## src/rtl/drink_pkg.sv

```systemverilog
// Shared definitions for the drink sequencer: the 4-bit state encoding
// and a helper used to size the seconds counter.
package drink_pkg;

  typedef enum logic [3:0] {
    ST_IDLE      = 4'd0,
    ST_SEL_ADD   = 4'd1,
    ST_DISP_BASE = 4'd2,
    ST_DISP_ADD  = 4'd3,
    ST_DONE      = 4'd4
  } state_e;

  function automatic int unsigned max3(input int unsigned a,
                                       input int unsigned b,
                                       input int unsigned c);
    int unsigned m;
    m = a;
    if (b > m) m = b;
    if (c > m) m = c;
    return m;
  endfunction

endpackage

```

## src/rtl/sec_timer.sv

```systemverilog
// Prescaler plus seconds counter shared by every timed phase.
// Ports:
//   CLK, RESET  clock, synchronous active-high reset
//   clear       zero both counters this edge
//   term        seconds value (T-1) on which the phase ends
//   expired     high on the last cycle of the phase
module sec_timer #(
  parameter int unsigned TICK_DIV = 50_000_000,
  parameter int unsigned SEC_W    = 4
) (
  input  logic             CLK,
  input  logic             RESET,
  input  logic             clear,
  input  logic [SEC_W-1:0] term,
  output logic             expired
);

  localparam int unsigned      PRE_W    = $clog2(TICK_DIV);
  localparam logic [PRE_W-1:0] PRE_LAST = PRE_W'(TICK_DIV - 1);

  logic [PRE_W-1:0] pre_q, pre_d;
  logic [SEC_W-1:0] sec_q, sec_d;

  always_comb begin
    pre_d = pre_q + 1'b1;
    sec_d = sec_q;
    if (pre_q == PRE_LAST) begin
      pre_d = '0;
      sec_d = sec_q + 1'b1;
    end
    if (clear) begin
      pre_d = '0;
      sec_d = '0;
    end
  end

  always_ff @(posedge CLK) begin
    if (RESET) begin
      pre_q <= '0;
      sec_q <= '0;
    end else begin
      pre_q <= pre_d;
      sec_q <= sec_d;
    end
  end

  assign expired = (pre_q == PRE_LAST) && (sec_q == term);

endmodule

```

## src/rtl/drink_sequencer.sv

```systemverilog
// Beverage-dispenser sequencer: picks a base drink and optional additive
// by lowest-index priority, then times each valve phase in seconds.
// Ports:
//   CLK, RESET   clock, synchronous active-high reset
//   base_req     base-drink buttons (level)
//   add_req      additive buttons (level)
//   none_req     "no additive" button
//   state_cur    registered state
//   state_nxt    combinational next state
//   base_valve   one-hot base valve drive
//   add_valve    one-hot additive valve drive
//   busy         high outside IDLE
//   done         one-cycle completion pulse
module drink_sequencer
  import drink_pkg::*;
#(
  parameter int unsigned N_BASE   = 2,
  parameter int unsigned N_ADD    = 2,
  parameter int unsigned TICK_DIV = 50_000_000,
  parameter int unsigned T_BASE   = 5,
  parameter int unsigned T_ADD    = 3,
  parameter int unsigned T_SEL    = 10
) (
  input  logic              CLK,
  input  logic              RESET,
  input  logic [N_BASE-1:0] base_req,
  input  logic [N_ADD-1:0]  add_req,
  input  logic              none_req,
  output logic [3:0]        state_cur,
  output logic [3:0]        state_nxt,
  output logic [N_BASE-1:0] base_valve,
  output logic [N_ADD-1:0]  add_valve,
  output logic              busy,
  output logic              done
);

  localparam int unsigned BW    = (N_BASE > 1) ? $clog2(N_BASE) : 1;
  localparam int unsigned AW    = (N_ADD > 1) ? $clog2(N_ADD) : 1;
  localparam int unsigned SEC_W = $clog2(max3(T_BASE, T_ADD, T_SEL) + 1);

  state_e         state_q, state_d;
  logic           armed_q, armed_d;
  logic [BW-1:0]  sel_base_q, sel_base_d;
  logic [AW-1:0]  sel_add_q, sel_add_d;
  logic           use_add_q, use_add_d;

  logic [BW-1:0]    base_idx;
  logic [AW-1:0]    add_idx;
  logic             base_hit, add_hit;
  logic             tmr_clear, tmr_expired;
  logic [SEC_W-1:0] tmr_term;

  // Lowest set index wins for simultaneous presses.
  always_comb begin
    base_idx = '0;
    base_hit = 1'b0;
    for (int unsigned i = 0; i < N_BASE; i++) begin
      if (base_req[i] && !base_hit) begin
        base_idx = BW'(i);
        base_hit = 1'b1;
      end
    end
    add_idx = '0;
    add_hit = 1'b0;
    for (int unsigned i = 0; i < N_ADD; i++) begin
      if (add_req[i] && !add_hit) begin
        add_idx = AW'(i);
        add_hit = 1'b1;
      end
    end
  end

  always_comb begin
    state_d    = state_q;
    armed_d    = armed_q | (base_req == '0);
    sel_base_d = sel_base_q;
    sel_add_d  = sel_add_q;
    use_add_d  = use_add_q;
    case (state_q)
      ST_IDLE: begin
        if (armed_q && base_hit) begin
          sel_base_d = base_idx;
          armed_d    = 1'b0;
          state_d    = ST_SEL_ADD;
        end
      end
      ST_SEL_ADD: begin
        // A button on the final timeout cycle beats the timeout.
        if (none_req) begin
          use_add_d = 1'b0;
          state_d   = ST_DISP_BASE;
        end else if (add_hit) begin
          sel_add_d = add_idx;
          use_add_d = 1'b1;
          state_d   = ST_DISP_BASE;
        end else if (tmr_expired) begin
          use_add_d = 1'b0;
          state_d   = ST_DISP_BASE;
        end
      end
      ST_DISP_BASE: begin
        if (tmr_expired) state_d = use_add_q ? ST_DISP_ADD : ST_DONE;
      end
      ST_DISP_ADD: begin
        if (tmr_expired) state_d = ST_DONE;
      end
      ST_DONE: state_d = ST_IDLE;
      default: state_d = ST_IDLE;
    endcase
    if (RESET) state_d = ST_IDLE;
  end

  // Timer restarts on every state change and idles cleared outside timed
  // phases, so the seconds counter never wraps.
  always_comb begin
    tmr_term  = '0;
    tmr_clear = RESET || (state_d != state_q);
    case (state_q)
      ST_SEL_ADD:   tmr_term = SEC_W'(T_SEL - 1);
      ST_DISP_BASE: tmr_term = SEC_W'(T_BASE - 1);
      ST_DISP_ADD:  tmr_term = SEC_W'(T_ADD - 1);
      default:      tmr_clear = 1'b1;
    endcase
  end

  sec_timer #(
    .TICK_DIV (TICK_DIV),
    .SEC_W    (SEC_W)
  ) u_sec_timer (
    .CLK     (CLK),
    .RESET   (RESET),
    .clear   (tmr_clear),
    .term    (tmr_term),
    .expired (tmr_expired)
  );

  always_ff @(posedge CLK) begin
    if (RESET) begin
      state_q    <= ST_IDLE;
      armed_q    <= 1'b1;
      sel_base_q <= '0;
      sel_add_q  <= '0;
      use_add_q  <= 1'b0;
    end else begin
      state_q    <= state_d;
      armed_q    <= armed_d;
      sel_base_q <= sel_base_d;
      sel_add_q  <= sel_add_d;
      use_add_q  <= use_add_d;
    end
  end

  always_comb begin
    state_cur  = state_q;
    state_nxt  = state_d;
    base_valve = '0;
    add_valve  = '0;
    if (state_q == ST_DISP_BASE) base_valve = N_BASE'(1) << sel_base_q;
    if (state_q == ST_DISP_ADD)  add_valve  = N_ADD'(1) << sel_add_q;
    busy = (state_q != ST_IDLE);
    done = (state_q == ST_DONE);
  end

endmodule

```

## config.mk

```make
export PLATFORM = sky130hd
export DESIGN_NAME = drink_sequencer
export DESIGN_NICKNAME = d
export VERILOG_FILES = /design/src/rtl/drink_pkg.sv /design/src/rtl/sec_timer.sv /design/src/rtl/drink_sequencer.sv
export SDC_FILE = /design/constraint.sdc
export NUM_CORES = 1
export LEC_CHECK = 0
export BUFFER_PORTS_ARGS = -buffer_cell sky130_fd_sc_hd__buf_2
export CORE_ASPECT_RATIO = 0.9
export CORE_UTILIZATION = 24
export DETAILED_ROUTE_END_ITERATION = 16
export GPL_ROUTABILITY_DRIVEN = 0
export SKIP_LAST_GASP = 1
export SYNTH_ARGS = -nofsm -noshare
export SYNTH_HDL_FRONTEND = slang
export SYNTH_SLANG_ARGS = --single-unit
```

## constraint.sdc

```tcl
create_clock -name CLK -period 5.1 [get_ports CLK]
set_clock_uncertainty 0.15 [all_clocks]
set_input_delay 1.02 -clock CLK [delete_from_list [all_inputs] [get_ports CLK]]
set_output_delay 1.02 -clock CLK [all_outputs]
set_load 0.01 [all_outputs]
```

==> flow_summary.json <==
{
  "critical_path_class": "reg -> out",
  "postRouteAntennaNets": 0,
  "p_clk_share_pct": 39.1,
  "reg2reg_from": "state_cur[1]",
  "numCtsBuffers": 5,
  "clockBufferDepth": 2,
  "worst_pin_slew_ns": 0.545,
  "powerDensity_nw_per_um2": 251,
  "slew_headroom_pct": 63.7,
  "drt_iter0_drc": 80,
  "io_buffers": 19,
  "synth-edff-count": 0,
  "required_ns": 3.93,
  "fin_nets": 249,
  "slew_violations": 0,
  "p_int_uw": 418,
  "path_buf_inv": 1,
  "max_stage_delay_ns": 0.53,
  "finalSetupViolCount": 0,
  "yosys_warnings": 0,
  "setup_ws_ns": 1.07,
  "route.detailed.drc": 0,
  "arrival_ns": 2.86,
  "syn_area_per_cell_um2": 8.48,
  "cts_tree": "yes",
  "ios": 21,
  "hp-class": "reg -> reg",
  "maxCapViolations": 0,
  "p_comb_share_pct": 4.4,
  "root_buffer": "clkbuf_8",
  "fillCellCount": 817,
  "cts_resized": 0,
  "grt_setup_unrepaired": "false",
  "path_cells": "or4bb_1 -> or3b_1 -> a2111oi_4 -> mux2i_1 -> nor4b_1 -> buf_2",
  "cts.htree.levels": 2,
  "slowest_stage": "or4bb_1",
  "cpLargestDelayFamily": "simple AND/OR/NAND/NOR gates",
  "hold_violations": 0,
  "fin_tns_setup_ns": 0,
  "dr_total_vias": 1525,
  "p_seq_share_pct": 56.4,
  "core_um2": 7580,
  "outcome": "finished, final reports clean",
  "async_reset_ff_share_pct": 0,
  "grt_pass1_wl_mm": 6.08,
  "layout_min_cycle_time_ns": 4.03,
  "area_growth_pct": 13.8,
  "synth_cell_types": 36,
  "start_util_pct": 24.8,
  "place_ws_ns": 1.38,
  "grt_pass1_vias": 1444,
  "cts.sinks": 38,
  "post_cts_buffers": 0,
  "synthFlopType": "dfxtp_1",
  "grt_overflow": 0,
  "synth-seq-cells": 38,
  "p_sw_uw": 119,
  "grt_max_degree": 16,
  "grt_antenna_before_repair": 0,
  "routed_wl_mm": 3.62,
  "die_y_um": 86.0,
  "die_w_um": 95.3,
  "cts_hold_buf": 0,
  "hp-start": "u_sec_timer.pre_q[0]",
  "leakage_nw": 0.707,
  "netSwitchingFraction_pct": 22.2,
  "synthCells": 222,
  "ir_worst_vdd_uv": 111,
  "cp-end-kind": "primary output",
  "dieArea_um2": 8200,
  "startpoint": "state_cur[1]",
  "clk_pin_slew_ns": 0.07,
  "wl_per_cell_um": 10.7,
  "max_freq_mhz": 248,
  "drive_above_1_share_pct": 12.4,
  "crit_path_max_fanout": 11,
  "clk-insertion-delay-late_ns": 0.29,
  "grt_usage_pct": 9.32,
  "yosysSeqAreaShare_pct": 40.4,
  "cp-start-kind": "flop",
  "hpwl_mm": 2.64,
  "diodes": 0,
  "first_pass_iters": 4,
  "synthesis.area_um2": 1880,
  "fp-row-count": 30,
  "via_per_inst": 4.53,
  "finalCritPeriodShare_pct": 79.1
}
[logic make-up after synthesis]
| kind of cell | after synthesis | share of synthesized area, % |
|---|---|---|
| AND/OR/NAND/NOR | 119 | 33.5 |
| flip-flops | 38 | 40.4 |
| XOR/XNOR | 27 | 12.6 |
| AO/OA/AOI/OAI | 18 | 7.05 |
| buffers and inverters | 15 | 3.86 |
| adder cells (fa/ha/maj) | 2 | 1.33 |
| multiplexers | 2 | 1.06 |
| other | 1 | 0.199 |
[metal layers]
metal  up-vias  GRT usage [%]  share of wire [%]  wire, um
met5         -              0                  0         0
met4         0           3.44                1.5        56
met3         6           1.86                1.2        42
met2         7           16.2                 46      1680
met1       712           11.2                 51      1840
li1        800              -                  -         -
[worst reg2reg max path, delay by kind of cell, from the launching register on]
kind,cells,cell delay (ns)
and+or+nand+nor,4,1.59
DFF,1,0.49
AOI/OAI and AO/OA,1,0.48
[cells in the final DEF (no fill, tap or decap), types with 4 or more instances in the layout]
| cell type | n |
|---|---|
| a21oi_1 | 6 |
| dfxtp_1 | 38 |
| and2_1 | 4 |
| inv_1 | 6 |
| and3_1 | 6 |
| o21ai_0 | 5 |
| nor3_1 | 8 |
| and4_1 | 6 |
| nand4_1 | 6 |
| xnor2_1 | 18 |
| buf_2 | 19 |
| nor2_1 | 45 |
| nor4b_1 | 6 |
| nand3_1 | 11 |
| nand2_1 | 14 |
| clkbuf_8 | 6 |
| xor2_1 | 9 |
[synth_stat cells, types with 2 or more instances]
master,count,share of area [%]
nor2_1,45,9.0
dfxtp_1,38,40
xnor2_1,18,8.4
nand2_1,14,2.8
nand3_1,11,2.9
xor2_1,9,4.2
nor3_1,8,2.1
a21oi_1,6,1.6
and3_1,6,2.0
and4_1,6,2.8
inv_1,6,1.2
nand4_1,6,2.0
nor4b_1,6,2.8
clkbuf_1,5,1.0
o21ai_0,5,1.3
and2_1,4,1.3
a2111oi_0,2,0.93
a211o_1,2,0.93
a211oi_1,2,0.80
buf_4,2,0.80
ha_1,2,1.3
mux2i_1,2,1.1
nor4_1,2,0.66
nor4bb_1,2,1.1
or3_1,2,0.66
[final timing paths]
kind | end | slack, ns | cells past startpoint
max | state_nxt[1] | 1.07 | 6
min | u_sec_timer.pre_q[0] | 0.30 | 1
max reg2reg | u_sec_timer.sec_q[3] | 2.28 | 5
min reg2reg | u_sec_timer.pre_q[0] | 0.30 | 1
[power by group through the flow]
stage / Combinational, mW / Sequential (mW) / Clock [mW]
3_3_place_gp: 0.0239 / 0.310 / 0
5_1_grt: 0.0264 / 0.304 / 0.232
3_5_place_dp: 0.0237 / 0.310 / 0
6_report: 0.0238 / 0.303 / 0.210
2_1_floorplan: 0.0175 / 0.309 / 0
4_1_cts: 0.0238 / 0.303 / 0.218
[per-stage QoR]
| step | area, um^2 | cells | power [mW] | hold WS (ns) | util, % |
|---|---|---|---|---|---|
| after floorplan | 1890 | 223 | 0.326 | 0.263 | - |
| after global placement | 2050 | 329 | 0.334 | 0.272 | 27.0 |
| after detailed placement | 2050 | 329 | 0.334 | 0.284 | 27.0 |
| after CTS | 2140 | 337 | 0.545 | 0.299 | 28.3 |
| after global routing | 2140 | 337 | 0.562 | 0.331 | 28.3 |
| final | 2140 | 337 | 0.537 | 0.295 | 28.3 |
[cell type report]
type                    instances  area (um^2)  area share (%)
multi-input cells             170         1050            49.1
flip-flops and latches         38          761            35.5
well taps                      96          120            5.61
repair buffers                 19         95.1            4.44
clock buffers                   7         86.3            4.03
inverters                       6         22.5            1.05
clock inverters                 1         5.00           0.234
[registers in the layout, summed over array words and instances (netlist names)]
| register | cells |
|---|---|
| sel_base_q | 1 |
| state_cur | 4 |
| armed_q | 1 |
| use_add_q | 1 |
| u_sec_timer.sec_q | 4 |
| sel_add_q | 1 |
| u_sec_timer.pre_q | 26 |
Note: power is estimated with default switching activity, not from simulation.
